## config.mk

```make
export PLATFORM = sky130hd
export DESIGN_NAME = seg_argmax
export DESIGN_NICKNAME = d
export VERILOG_FILES = /design/src/rtl/seg_argmax.sv
export SDC_FILE = /design/constraint.sdc
export NUM_CORES = 1
export LEC_CHECK = 0
export BUFFER_PORTS_ARGS = -buffer_cell sky130_fd_sc_hd__buf_2
export CAP_MARGIN = 20
export CORE_MARGIN = 1
export CORE_UTILIZATION = 45
export CTS_CLUSTER_DIAMETER = 100
export DETAILED_ROUTE_END_ITERATION = 6
export PLACE_DENSITY = 0.68
export SKIP_LAST_GASP = 1
export SYNTH_ARGS = -nofsm -noshare
export SYNTH_HDL_FRONTEND = slang
export SYNTH_SLANG_ARGS = --single-unit
export TNS_END_PERCENT = 1
```

## constraint.sdc

```tcl
create_clock -name clock -period 2.1 [get_ports clock]
set_input_delay 0.105 -clock clock [delete_from_list [all_inputs] [get_ports clock]]
set_output_delay 0.105 -clock clock [all_outputs]
set_load 0.02 [all_outputs]
```

## src/rtl/seg_argmax.sv

```systemverilog
// rtl/seg_argmax.sv - per-pixel 4-class argmax with 2-stage pipeline and per-frame class histogram
module seg_argmax #(
  parameter int HEIGHT    = 4,
  parameter int WIDTH     = 4,
  parameter int W_HEIGHT  = 6,
  parameter int W_WIDTH   = 6,
  parameter int INT_BITW  = 5,
  parameter int FRAC_BITW = 8,
  parameter int UNITS     = 4,
  localparam int FIXED_BITW = INT_BITW + FRAC_BITW,
  localparam int V_BITW     = $clog2(W_HEIGHT),
  localparam int H_BITW     = $clog2(W_WIDTH),
  localparam int CNT_BITW   = $clog2(HEIGHT * WIDTH + 1)
) (
  input  logic                         clock,
  input  logic                         n_rst,
  input  logic [0:FIXED_BITW*4-1]      in_pixels,
  input  logic [V_BITW-1:0]            in_vcnt,
  input  logic [H_BITW-1:0]            in_hcnt,
  output logic [1:0]                   out_label,
  output logic signed [FIXED_BITW-1:0] out_score,
  output logic [V_BITW-1:0]            out_vcnt,
  output logic [H_BITW-1:0]            out_hcnt,
  output logic                         hist_valid,
  output logic [CNT_BITW-1:0]          class_count_0,
  output logic [CNT_BITW-1:0]          class_count_1,
  output logic [CNT_BITW-1:0]          class_count_2,
  output logic [CNT_BITW-1:0]          class_count_3
);

  typedef enum logic {S_WAIT_SOF, S_COUNT} state_t;

  logic signed [FIXED_BITW-1:0] sc [4];

  // Stage 1: pairwise winners; the higher index wins only when strictly greater
  logic                         a_sel_d, a_sel_q, b_sel_d, b_sel_q;
  logic signed [FIXED_BITW-1:0] a_score_d, a_score_q, b_score_d, b_score_q;
  logic [V_BITW-1:0]            vcnt1_d, vcnt1_q;
  logic [H_BITW-1:0]            hcnt1_d, hcnt1_q;

  // Stage 2 and histogram
  logic [1:0]                   out_label_d, out_label_q;
  logic signed [FIXED_BITW-1:0] out_score_d, out_score_q;
  logic [V_BITW-1:0]            out_vcnt_d, out_vcnt_q;
  logic [H_BITW-1:0]            out_hcnt_d, out_hcnt_q;
  logic [1:0]                   fill_d, fill_q;
  state_t                       state_d, state_q;
  logic                         hist_valid_d, hist_valid_q;
  logic [CNT_BITW-1:0]          acc_d [UNITS];
  logic [CNT_BITW-1:0]          acc_q [UNITS];
  logic [CNT_BITW-1:0]          cnt_d [UNITS];
  logic [CNT_BITW-1:0]          cnt_q [UNITS];
  logic                         o_sel, sof, active_out, last_out, count_en;

  always_comb begin
    for (int k = 0; k < 4; k++) begin
      sc[k] = in_pixels[k*FIXED_BITW +: FIXED_BITW];
    end
    a_sel_d   = sc[1] > sc[0];
    a_score_d = a_sel_d ? sc[1] : sc[0];
    b_sel_d   = sc[3] > sc[2];
    b_score_d = b_sel_d ? sc[3] : sc[2];
    vcnt1_d   = in_vcnt;
    hcnt1_d   = in_hcnt;

    o_sel       = b_score_q > a_score_q;
    out_label_d = o_sel ? {1'b1, b_sel_q} : {1'b0, a_sel_q};
    out_score_d = o_sel ? b_score_q : a_score_q;
    out_vcnt_d  = vcnt1_q;
    out_hcnt_d  = hcnt1_q;
    fill_d      = {fill_q[0], 1'b1};
  end

  // fill_q[1] marks that the stage-2 outputs hold a real pixel rather than reset values
  always_comb begin
    state_d      = state_q;
    hist_valid_d = 1'b0;
    acc_d        = acc_q;
    cnt_d        = cnt_q;
    active_out   = (int'(out_vcnt_q) < HEIGHT) && (int'(out_hcnt_q) < WIDTH);
    last_out     = (int'(out_vcnt_q) == HEIGHT - 1) && (int'(out_hcnt_q) == WIDTH - 1);
    sof          = fill_q[1] && (out_vcnt_q == '0) && (out_hcnt_q == '0);
    count_en     = (state_q == S_COUNT) || sof;
    if (state_q == S_WAIT_SOF && sof) begin
      state_d = S_COUNT;
    end
    if (count_en && active_out) begin
      acc_d[out_label_q] = acc_q[out_label_q] + CNT_BITW'(1);
      if (last_out) begin
        for (int k = 0; k < UNITS; k++) begin
          cnt_d[k] = acc_d[k];
          acc_d[k] = '0;
        end
        hist_valid_d = 1'b1;
      end
    end
  end

  always_ff @(posedge clock) begin
    if (!n_rst) begin
      a_sel_q      <= 1'b0;
      b_sel_q      <= 1'b0;
      a_score_q    <= '0;
      b_score_q    <= '0;
      vcnt1_q      <= '0;
      hcnt1_q      <= '0;
      out_label_q  <= '0;
      out_score_q  <= '0;
      out_vcnt_q   <= '0;
      out_hcnt_q   <= '0;
      fill_q       <= '0;
      state_q      <= S_WAIT_SOF;
      hist_valid_q <= 1'b0;
      for (int k = 0; k < UNITS; k++) begin
        acc_q[k] <= '0;
        cnt_q[k] <= '0;
      end
    end else begin
      a_sel_q      <= a_sel_d;
      b_sel_q      <= b_sel_d;
      a_score_q    <= a_score_d;
      b_score_q    <= b_score_d;
      vcnt1_q      <= vcnt1_d;
      hcnt1_q      <= hcnt1_d;
      out_label_q  <= out_label_d;
      out_score_q  <= out_score_d;
      out_vcnt_q   <= out_vcnt_d;
      out_hcnt_q   <= out_hcnt_d;
      fill_q       <= fill_d;
      state_q      <= state_d;
      hist_valid_q <= hist_valid_d;
      acc_q        <= acc_d;
      cnt_q        <= cnt_d;
    end
  end

  assign out_label     = out_label_q;
  assign out_score     = out_score_q;
  assign out_vcnt      = out_vcnt_q;
  assign out_hcnt      = out_hcnt_q;
  assign hist_valid    = hist_valid_q;
  assign class_count_0 = cnt_q[0];
  assign class_count_1 = cnt_q[1];
  assign class_count_2 = cnt_q[2];
  assign class_count_3 = cnt_q[3];

endmodule
```

-- After elaboration in Yosys (flattened, before gate mapping)
Index checks and enable logic that the tools add are counted.
- register bits after elaboration: 99
- latch bits: 0
- RAM bits: 0
- ROM bits: 0
- input bits: 60
- output and inout port bits: 42
- word-level logic and storage cells: 59
- memories: 0
- $add $sub $neg: 1
- multiply operators: 0
- divide/modulo/power cells: 0
- order comparisons: 7
- equality and inequality tests: 2
- shifts and indexed selects: 0
- mux-type cells: 13
- bitwise logic cells: 2
- reductions and logical operators: 12
- operator list (cell ; number):
    $gt A13 B13 Y1 ; 3
    $mux W13 ; 3
    $bwmux W20 ; 1
    $mux W20 ; 1
    $mux W5 ; 3
    $bmux W5 S2 ; 1
    $demux W5 S2 ; 1
    $logic_and A1 B1 Y1 ; 7
    $eq A3 B3 Y1 const B ; 2
    $logic_not A3 Y1 ; 2
    $lt A3 B3 Y1 const B ; 2
    $add A5 B1 Y5 const B ; 1
    $reduce_and A2 Y1 ; 2
    $ge A3 B3 Y1 const B ; 1
    $lt A3 B1 Y1 const B ; 1
    $not A2 Y3 ; 1
    $mux W1 ; 2
    $mux W2 ; 1
    $logic_or A1 B1 Y1 ; 1
    $not A1 Y1 ; 1

-- Depth between registers and ports, before layout
Gate-level depths: netlist of the first run.
- depth after elaboration: 7
- mapped depth: 9
- mapped depth without buffers: 7

-- Least setup slack after synthesis of the first run
OpenSTA, ideal clock, no wires.
- path type: reg2reg
- start point: reg out_label_q[0], in the netlist out_label[0]
- end point: reg acc_q[14] (netlist name)
- setup time: 117 ps
- arrival time: 2005 ps
- path slack: -23 ps
- cell stages (with the launch flop): 7
- buffers on the path: 0
- clock period less this slack: 2123 ps
- path through: dfxtp_1 > mux4_1 > ha_1 > nand3_2 > xor2_4 > nor2_2 > a32o_1
- cells in the longest elaborated chain, start to end: 7
- elaborated cells on any way between the ends: 12
- those cells by class: add/sub (1); order compare (2); mux (7); bitwise (1); reduce/logical (1)
- ends and longest elaborated chain (item ; line ; source):
    start, declared ; 42 ; logic [1:0] out_label_d, out_label_q;
    start signal, assigned ; 125 ; out_label_q <= out_label_d;
    $not A2 Y3 (implied by the code) * ; 88 ; acc_d[out_label_q] = acc_q[out_label_q] + CNT_BITW'(1);
    $bmux W5 S2, or another cell as far along ; 88 ;
    $mux W5 (implied by the code) / $logic_and A1 B1 Y1 (equally long branches) ; 88 ;
    $mux W5 (implied by the code) ; 88 ;
    $add A5 B1 Y5 / $demux W5 S2 (equally long branches) ; 88 ;
    $bwmux W20 * ; 88 ;
    $mux W20 * ; 89 ; if (last_out) begin
    end signal, assigned by index ; 115 ; acc_q[k] <= '0;
    end signal, assigned ; 132 ; acc_q <= acc_d;
    end, declared ; 50 ; logic [CNT_BITW-1:0] acc_q [UNITS];
Every way passes the cells marked *; elsewhere a longest branch is shown, timed or not. The select of a mux whose other input is x is not followed.
A chain may end at the register's enable or synchronous reset.

-- Final worst setup path of the first run
- start point: reg out_label_q[0], in the netlist out_label[0]
- end point: reg acc_q[4] (netlist name)
The elaborated chain is that of the path after synthesis.

==> results of run 1 <==
## stage by stage
stage                     TNS, ns  setup slack (ns)  power (uW)  std cells  cell area [um2]
after floorplan                 0             0.108        3080        784             6220
after global placement          0            0.0855        3530       1028             6990
after detailed placement        0            0.0751        3550       1028             6990
after CTS                       0            0.0608        5130       1050             7340
after global routing       -0.191           -0.0452        5400       1050             7360
final                           0            0.0348        5110       1050             7360
## layer usage
layer,up-vias,wire [um],track usage (%)
li1,2995,-,-
met1,2735,7120,28.9
met2,178,7540,37.6
met3,22,575,2.71
met4,0,335,7.97
met5,-,0,0
## registers in the layout, indices dropped and copies added, names as in the netlist
register / count
hist_valid: 1
acc_q: 20
out_vcnt_d: 3
hcnt1_q: 3
out_score: 13
out_vcnt: 3
class_count_0: 5
class_count_1: 5
out_label: 2
out_hcnt: 3
class_count_3: 5
class_count_2: 5
fill_q: 2
a_score_q: 13
a_sel_q: 1
b_sel_q: 1
state_q: 1
b_score_q: 13
## repair_timing
action                                  4_1_cts  5_1_grt
endpoints found under the hold margin         6        0
hold buffers                                  6        0
resized for setup                             0        2
endpoints found under the setup margin        0       19
## worst paths after layout
path,start,to,slack [ns],cells past startpoint
max,out_label[0],acc_q[4],0.03,6
min,in_pixels[51],b_score_q[0],0.01,3
max reg2reg,out_label[0],acc_q[4],0.03,6
min reg2reg,out_vcnt_d[0],out_vcnt[0],0.43,1
## critical path: cells and delay by family, from the launching register on
kind | cells | cell delay [ns]
multiplexers | 1 | 0.61
flip-flops | 1 | 0.37
adder cells (fa/ha/maj) | 1 | 0.30
XOR/XNOR | 1 | 0.25
AND/OR/NAND/NOR | 2 | 0.22
AO/OA/AOI/OAI | 1 | 0.21
## power breakdown
| part | switching (uW) | internal (uW) | total, uW |
|---|---|---|---|
| logic | 877 | 544 | 1420 |
| clock network | 704 | 870 | 1570 |
| registers | 93.9 | 2020 | 2110 |
| total | 1680 | 3430 | 5110 |
## kinds of logic (layout without fill, tap and decap cells)
logic type / count (synthesis) / count (layout) / share of synthesized area (%)
fa+ha+maj: 40 / 40 / 8.05
xor+xnor: 8 / 8 / 1.55
compound gates: 190 / 190 / 22.8
flops: 99 / 99 / 31.9
simple gates: 333 / 333 / 26.7
buf+inv: 109 / 199 / 7.14
mux: 5 / 5 / 1.87
## cells in the final DEF, fill, tap and decap left out, types with 3 or more instances in the layout
cell	Yosys	final
and4_1	3	3
ha_1	40	40
o22ai_1	4	4
a32oi_1	8	8
nand2_1	98	98
and2_1	28	28
inv_1	42	42
nor2_1	36	36
buf_12	0	4
o21ai_1	4	4
xnor2_1	5	4
a32o_1	6	6
a22o_1	13	13
nand2b_1	6	6
dlygate4sd3_1	0	6
o31ai_2	2	3
nand3_1	92	92
a211oi_1	4	4
buf_4	3	30
mux4_2	4	4
o21ai_0	3	3
a31oi_1	28	28
o211ai_1	4	4
a211o_1	25	25
buf_2	12	100
o221ai_1	8	8
clkbuf_16	0	9
nor2b_1	44	43
a21o_1	3	3
a22oi_1	3	3
o2111ai_1	13	13
a311oi_1	6	6
nand4_1	15	15
a21oi_1	46	44
dfxtp_1	99	98
## area by class of cell
| type | count | area [um2] |
|---|---|---|
| clock inverters | 5 | 37.5 |
| multi-input cells | 576 | 3830 |
| clock buffers | 11 | 253 |
| well taps | 176 | 220 |
| flip-flops and latches | 99 | 1980 |
| inverters | 43 | 161 |
| fillers | 1290 | 5990 |
| repair buffers | 140 | 866 |
==> results.sh, run 1 <==
export IMPL_yosysTopAreaCellShare_pct=31.9
export IMPL_drive_gt1_share_pct=19.7
export IMPL_synth_warnings=0
export IMPL_arrival_ns=2.30
export IMPL_finalCriticalPeriod_ns=2.07
export IMPL_cts_setup_buffers=0
export IMPL_io_pins=102
export IMPL_syn_avg_cell_area_um2=7.93
export IMPL_gr_usage_all_layers_pct=22.2
export IMPL_place_congestion=0.840
export IMPL_rows=42
export IMPL_drc_errors=0
export IMPL_hold_path_class="primary input to flop"
export IMPL_fmax_mhz=484
export IMPL_die_y_um=120
export IMPL_synth_cell_types=58
export IMPL_coreArea_mm2=0.0133
export IMPL_drt_iter0_drc=501
export IMPL_final_max_slew_viol_count=0
export IMPL_dieArea_mm2=0.0143
export IMPL_synth_top_flop_cell="dfxtp_1"
export IMPL_leakagePower_uw=0.00321
export IMPL_cp_start_kind="flop"
export IMPL_cts_sink_count=99
export IMPL_antenna_found_initial=0
export IMPL_clk_latency_ns=0.34
export IMPL_place_port_buffers=101
export IMPL_yosys_area_top_type="dfxtp_1"
export IMPL_crit_path_end_kind="flop"
export IMPL_synth_edf_count=0
export IMPL_rsz0062_at_grt="true"
export IMPL_slew_headroom_pct=42.4
export IMPL_synth_most_common_cell="dfxtp_1"
export IMPL_detail_route_antenna_nets=0
export IMPL_die_w_um=120
export IMPL_grt_ovfl_total=0
export IMPL_setup_viol=0
export IMPL_cts_buffers=9
export IMPL_drt_wl_total_mm=15.6
export IMPL_worst_pin_slew_ns=0.859
export IMPL_synthCells=784
export IMPL_root_buffer="clkbuf_16"
export IMPL_worstPathRequired_ns=2.33
export IMPL_initial_core_util_pct=46.6
export IMPL_grt_pass1_wl_mm=26.0
export IMPL_first_pass_iters=5
export IMPL_synth_commonest_cells="dfxtp_1, nand2_1, nand3_1"
export IMPL_dp_hpwl_mm=11.2
export IMPL_utilization_pct=55.1
export IMPL_crit_chain="mux4_1 -> ha_1 -> nand3_2 -> xor2_4 -> nor2_2 -> a32o_1"
export IMPL_irDropWorstVdd_mv=0.428
export IMPL_power_density_mw_per_mm2=694
export IMPL_drv_cap=0
export IMPL_final_nets=969
export IMPL_worstSetupPathType="flop to flop"
export IMPL_diodes=0
export IMPL_synth_nets=884
export IMPL_async_flop_share_pct=0
export IMPL_path_clk_slew_ns=0.07
export IMPL_max_stage_delay_ns=0.61
export IMPL_synth_area_leaders="dfxtp_1, ha_1, nand3_1, nand2_1, nor2b_1"
export IMPL_synth_seq_cells=99
export IMPL_wl_per_cell_um=14.8
export IMPL_fin_worst_skew_ns=0.00790
export IMPL_yosysSeqAreaShare_pct=31.9
export IMPL_cts_tree="done"
export IMPL_clockBufferDepth=2
export IMPL_critPathMaxFanout=6
export IMPL_vias_per_cell=5.65
export IMPL_area_growth_pct=18.3
export IMPL_hold_viol_final=0
export IMPL_status="completed"
export IMPL_vias=5930
export IMPL_timing_hold_ws_ns=0.0140
export IMPL_syn_area_mm2=0.00622
export IMPL_htree_levels=3
export IMPL_grt_max_degree=67
export IMPL_grt_pass1_vias=5326
export IMPL_slowest_stage="mux4_1"
export IMPL_fin_crit_sh_pct=98.3
Note: power is estimated with default switching activity, not from simulation.
==> inputs of run 2 (changes only) <==
PLACE_DENSITY = 0.71   (was 0.68)
==> run 2 against run 1 <==
Global-route usage increased by 0.61 points. Fmax rose by 0.71%. First-iteration DRC count is 13% lower. Power is 5.3% higher. Clock-buffer cell count stayed put. Via count grew 2.8%. Flip-flop and latch count unchanged. Setup slack gained 0.015 ns. Clock power is 14% higher. Die area is the same. Register-to-register slack is essentially flat. Combinational power increased by 4%.
==> results.sh, run 2 (synthesis gave the netlist of run 1 again) <==
export IMPL_layout_common_cells="buf_2, nand2_1, dfxtp_1"
export IMPL_slowest_stage="mux4_1"
export IMPL_vias_per_cell=5.65
export IMPL_max_stage_delay_ns=0.62
export IMPL_largest_reg_flops=20
export IMPL_grt_max_degree=72
export IMPL_leakagePower_uw=0.00336
export IMPL_antenna_found_initial=0
export IMPL_clockBufferDepth=2
export IMPL_detail_route_antenna_nets=0
export IMPL_final_common_cell="buf_2"
export IMPL_cp_num_buf_inv=0
export IMPL_root_buffer="clkbuf_16"
export IMPL_r2r_setup_slack_ns=0.05
export IMPL_finalPower_uw=5380
export IMPL_gr_usage_all_layers_pct=22.8
export IMPL_cp_start_kind="flop"
export IMPL_final_max_slew_viol_count=0
export IMPL_io_pins=102
export IMPL_first_pass_iters=7
export IMPL_path_clk_slew_ns=0.07
export IMPL_holdPathEnd="b_score_q[0]"
export IMPL_grt_pass1_vias=5324
export IMPL_cts_tree="done"
export IMPL_dpl_cell_area_mm2=0.00718
export IMPL_fin_crit_sh_pct=97.7
export IMPL_r2r_end="class_count_1[2]"
export IMPL_reg2reg_from="out_label[0]"
export IMPL_grt_ovfl_total=0
export IMPL_rows=42
export IMPL_fmax_mhz=488
export IMPL_slew_headroom_pct=32.3
export IMPL_worstPathRequired_ns=2.34
export IMPL_wl_per_cell_um=15.1
export IMPL_drive_gt1_share_pct=22.1
export IMPL_drt_iter0_drc=434
export IMPL_finalCriticalPeriod_ns=2.05
export IMPL_final_nets=997
export IMPL_arrival_ns=2.29
export IMPL_irDropWorstVdd_mv=0.434
export IMPL_setup_viol=0
export IMPL_critPathMaxFanout=7
export IMPL_coreArea_mm2=0.0133
export IMPL_rsz0062_at_grt="true"
export IMPL_grt_pass1_wl_mm=26.5
export IMPL_utilization_pct=56.9
export IMPL_drc_errors=0
export IMPL_hold_depth=3
export IMPL_multi_input_area_mm2=0.00383
export IMPL_regArea_mm2=0.00198
export IMPL_worstSetupPathType="flop to flop"
export IMPL_hold_path_class="primary input to flop"
export IMPL_place_congestion=0.886
export IMPL_cts_buffers=9
export IMPL_die_y_um=120
export IMPL_largest_register="acc_q"
export IMPL_layout_setup_ws_ns=0.0493
export IMPL_place_port_buffers=101
export IMPL_crit_chain="mux4_1 -> ha_1 -> xnor2_2 -> nor2_1 -> a21oi_1 -> o22ai_1"
export IMPL_critPathTopFamily="multiplexers"
export IMPL_htree_levels=3
export IMPL_fin_worst_skew_ns=0.00763
export IMPL_hold_viol_final=0
export IMPL_area_growth_pct=22.2
export IMPL_nFillCells=1201
export IMPL_status="completed"
export IMPL_drv_cap=0
export IMPL_diodes=0
export IMPL_clk_latency_ns=0.35
export IMPL_dp_hpwl_mm=11.8
export IMPL_vias=6096
export IMPL_pre_cts_slack_ns=-0.0651
export IMPL_initial_core_util_pct=46.6
export IMPL_cts_sink_count=99
export IMPL_timing_hold_ws_ns=0.0266
export IMPL_fin_area_mm2=0.00760
export IMPL_hold_start="in_pixels[51]"
export IMPL_drt_wl_total_mm=16.3
export IMPL_crit_path_end_kind="flop"
export IMPL_die_w_um=120
export IMPL_worst_pin_slew_ns=1.01
export IMPL_dieArea_mm2=0.0143
export IMPL_ff2ff_path_depth=6
export IMPL_power_density_mw_per_mm2=708
## run 2: cell count changes in the layout (fill, tap and decap cells not counted), moves of 2 or more
cell	delta
clkbuf_8	-2
bufinv_16	+2
clkbuf_1	+2
clkinvlp_4	-2
buf_4	+27
clkinv_4	-2
## run 2: report_power, final
| part | switching, uW | internal [uW] | leakage (uW) |
|---|---|---|---|
| registers | 96.5 | 2020 | 0.000812 |
| clock network | 731 | 1060 | 0.000156 |
| logic | 889 | 586 | 0.00239 |
| total | 1720 | 3660 | 0.00336 |
## run 2: tightest hold or removal path, cell delays in order
cell	delay [ns]
buf_2	0.10
a31oi_1	0.07
nand3_1	0.07
## run 2: how the worst max path moves through the flow
stage                              from          endpoint  cells past startpoint
final                      out_label[0]  class_count_1[2]                      6
after global routing       out_label[0]         acc_q[12]                      5
after CTS                  out_label[0]          acc_q[9]                      6
after detailed placement  in_pixels[39]      b_score_q[2]                      8
after global placement    in_pixels[39]      b_score_q[2]                      8
after floorplan            out_label[0]         acc_q[14]                      6
## run 2: what timing repair did
item / in CTS / in global routing
gates cloned: 0 / 0
setup buffers: 0 / 1
endpoints found under the setup margin: 1 / 19
pin swaps: 0 / 3
gates resized for setup: 1 / 3
endpoints found under the hold margin: 6 / 0
hold buffers: 6 / 0
## run 2: metrics by stage
stage,cells,setup TNS [ns]
after floorplan,784,0
after global placement,1055,-0.172
after detailed placement,1055,-0.330
after CTS,1077,0
after global routing,1078,-0.0675
final,1078,0
## run 2: layout make-up
class	instances	area share, %
well taps	176	2.90
clock inverters	5	1.12
inverters	43	2.12
multi-input cells	576	50.5
clock buffers	11	3.06
flip-flops and latches	99	26.1
repair buffers	168	14.2
## run 2: per-layer routing
| layer | wire (um) | up-vias | global-route usage (%) |
|---|---|---|---|
| met2 | 7430 | 194 | 35.6 |
| met4 | 327 | 0 | 6.56 |
| met5 | 0 | - | 0 |
| met1 | 7810 | 2817 | 32.6 |
| met3 | 743 | 23 | 3.23 |
| li1 | - | 3062 | - |
==> inputs of run 3 (changes only) <==
REMOVE_ABC_BUFFERS = 1   (was default)
==> run 3 against run 2 <==
Critical path depth rose by 2. Combinational power is 3% higher. Clock-buffer cell count unchanged. Highest routed layer unchanged. Fmax is 1.6% lower. Largest power group unchanged. Clock power decreased by 8%. Core utilization down 0.48 points. Global-route usage is 0.55 points lower. First-iteration DRC count is 3.9% higher. Cell count fell by 1.4%. Sequential share of layout area up 0.20 points. Die area stayed put.
==> results.sh, run 3 (synthesis gave the netlist of run 1 again) <==
export IMPL_status="completed"
export IMPL_detail_route_antenna_nets=0
export IMPL_place_port_buffers=101
export IMPL_arrival_ns=2.30
export IMPL_crit_path_end_kind="flop"
export IMPL_fmax_mhz=480
export IMPL_critPathMaxFanout=4
export IMPL_worst_pin_slew_ns=0.604
export IMPL_setup_viol=0
export IMPL_clockBufferDepth=2
export IMPL_largest_register="acc_q"
export IMPL_dieArea_mm2=0.0143
export IMPL_worstSetupPathType="flop to flop"
export IMPL_path_clk_slew_ns=0.06
export IMPL_finalPower_uw=5280
export IMPL_cts_sink_count=99
export IMPL_root_buffer="clkbuf_16"
export IMPL_hold_start="in_pixels[51]"
export IMPL_r2r_end="out_score[12]"
export IMPL_grt_pass1_wl_mm=25.8
export IMPL_fin_cells=1063
export IMPL_slew_headroom_pct=59.7
export IMPL_power_density_mw_per_mm2=701
export IMPL_final_max_slew_viol_count=0
export IMPL_cts_tree="done"
export IMPL_r2r_setup_slack_ns=0.02
export IMPL_grt_max_degree=51
export IMPL_irDropWorstVdd_mv=0.462
export IMPL_io_pins=102
export IMPL_cp_start_kind="flop"
export IMPL_largest_reg_flops=20
export IMPL_leakagePower_uw=0.00329
export IMPL_finalCriticalPeriod_ns=2.08
export IMPL_drv_cap=0
export IMPL_vias_per_cell=5.63
export IMPL_htree_levels=3
export IMPL_placedCellCount=1039
export IMPL_layout_common_cells="buf_2, nand2_1, dfxtp_1"
export IMPL_final_common_cell="buf_2"
export IMPL_reg2reg_from="a_score_q[11]"
export IMPL_cp_num_buf_inv=2
export IMPL_die_y_um=120
export IMPL_antenna_found_initial=0
export IMPL_die_w_um=120
export IMPL_gr_usage_all_layers_pct=22.3
export IMPL_place_congestion=0.850
export IMPL_vias=5985
export IMPL_drc_errors=0
export IMPL_hold_viol_final=0
export IMPL_coreArea_mm2=0.0133
export IMPL_clk_latency_ns=0.35
export IMPL_drive_gt1_share_pct=21.2
export IMPL_critPathTopFamily="compound AO/OA/AOI/OAI gates"
export IMPL_grt_ovfl_total=0
export IMPL_dp_hpwl_mm=11.1
export IMPL_initial_core_util_pct=46.6
export IMPL_hold_path_class="primary input to flop"
export IMPL_worstPathRequired_ns=2.32
export IMPL_grt_pass1_vias=5488
export IMPL_max_stage_delay_ns=0.44
export IMPL_fin_crit_sh_pct=99.2
export IMPL_area_growth_pct=21.1
export IMPL_ff2ff_path_depth=8
export IMPL_rsz0062_at_grt="true"
export IMPL_wl_per_cell_um=14.9
export IMPL_holdPathEnd="b_score_q[0]"
export IMPL_crit_chain="inv_1 -> ha_1 -> nand4_1 -> o41ai_4 -> nor3b_4 -> buf_12 -> a31oi_2 -> nand3_1"
export IMPL_cts_buffers=9
export IMPL_slowest_stage="o41ai_4"
export IMPL_rows=42
export IMPL_fin_worst_skew_ns=0.0103
export IMPL_dpl_cell_area_mm2=0.00708
export IMPL_final_nets=982
export IMPL_diodes=0
export IMPL_hold_depth=3
export IMPL_drt_iter0_drc=451
export IMPL_drt_wl_total_mm=15.8
export IMPL_first_pass_iters=4
export IMPL_fin_area_mm2=0.00753
==> run 3: cell count changes in the layout (fill, tap and decap cells not counted), moves of 2 or more <==
| cell | delta |
|---|---|
| clkinv_4 | +2 |
| buf_4 | -19 |
| a31oi_1 | -4 |
| a31oi_2 | +4 |
| buf_12 | +2 |
==> run 3: final cells by class <==
cell class                 instances  area, um2
fill                            1248       5810
tap                              176        220
multi-input combinational        576       3880
sequential                        99       1980
clock inverter                     5       61.3
clock buffer                      11        233
timing repair buffer             153        996
inverter                          43        161
==> run 3: tightest hold or removal path: stages <==
cell and delay [ns]:
buf_2 0.09, a31oi_1 0.06, nand3_1 0.09
==> run 3: timing repair <==
item	in CTS	in global routing
gates resized for setup	2	11
hold buffers	6	0
buffers inserted	0	1
cloned	0	1
pin swaps	0	4
hold endpoints to repair	6	0
setup endpoints to repair	17	24
==> run 3: worst max path at each step <==
stage                        startpoint            end  slack, ns  cells past startpoint
final                     a_score_q[11]  out_score[12]       0.02                      8
after global routing       a_score_q[8]  out_score[12]      -0.06                      8
after CTS                 a_score_q[11]  out_score[12]      -0.03                      8
after detailed placement  a_score_q[12]   out_score[6]      -0.17                      8
after global placement    a_score_q[10]   out_score[6]      -0.11                      8
after floorplan           a_score_q[12]   out_label[0]      -1.84                      7
==> run 3: metal layers <==
| layer | vias to the layer above | track usage, % | wire length, um |
|---|---|---|---|
| met5 | - | 0 | 0 |
| met3 | 22 | 5.04 | 696 |
| met2 | 141 | 37.6 | 7580 |
| met1 | 2780 | 28.2 | 7320 |
| met4 | 0 | 6.56 | 247 |
| li1 | 3042 | - | - |
==> run 3: per-stage QoR <==
stage | worst slack [ns] | hold slack [ns] | utilization [%] | TNS [ns]
floorplan | -1.84 | 0.133 | - | -45.93
global placement | -0.107 | 0.311 | 53.0 | -0.836
detailed placement | -0.165 | 0.316 | 53.0 | -1.46
CTS | -0.0275 | 0.0350 | 55.8 | -0.0762
global route | -0.0586 | 0.0500 | 56.4 | -0.356
finish | 0.0168 | 0.0354 | 56.4 | 0
==> run 3: power by group <==
| group | internal (uW) | leakage (uW) | switching (uW) |
|---|---|---|---|
| clock | 930 | 0.000144 | 713 |
| combinational | 618 | 0.00234 | 912 |
| sequential | 2020 | 0.000811 | 86.6 |
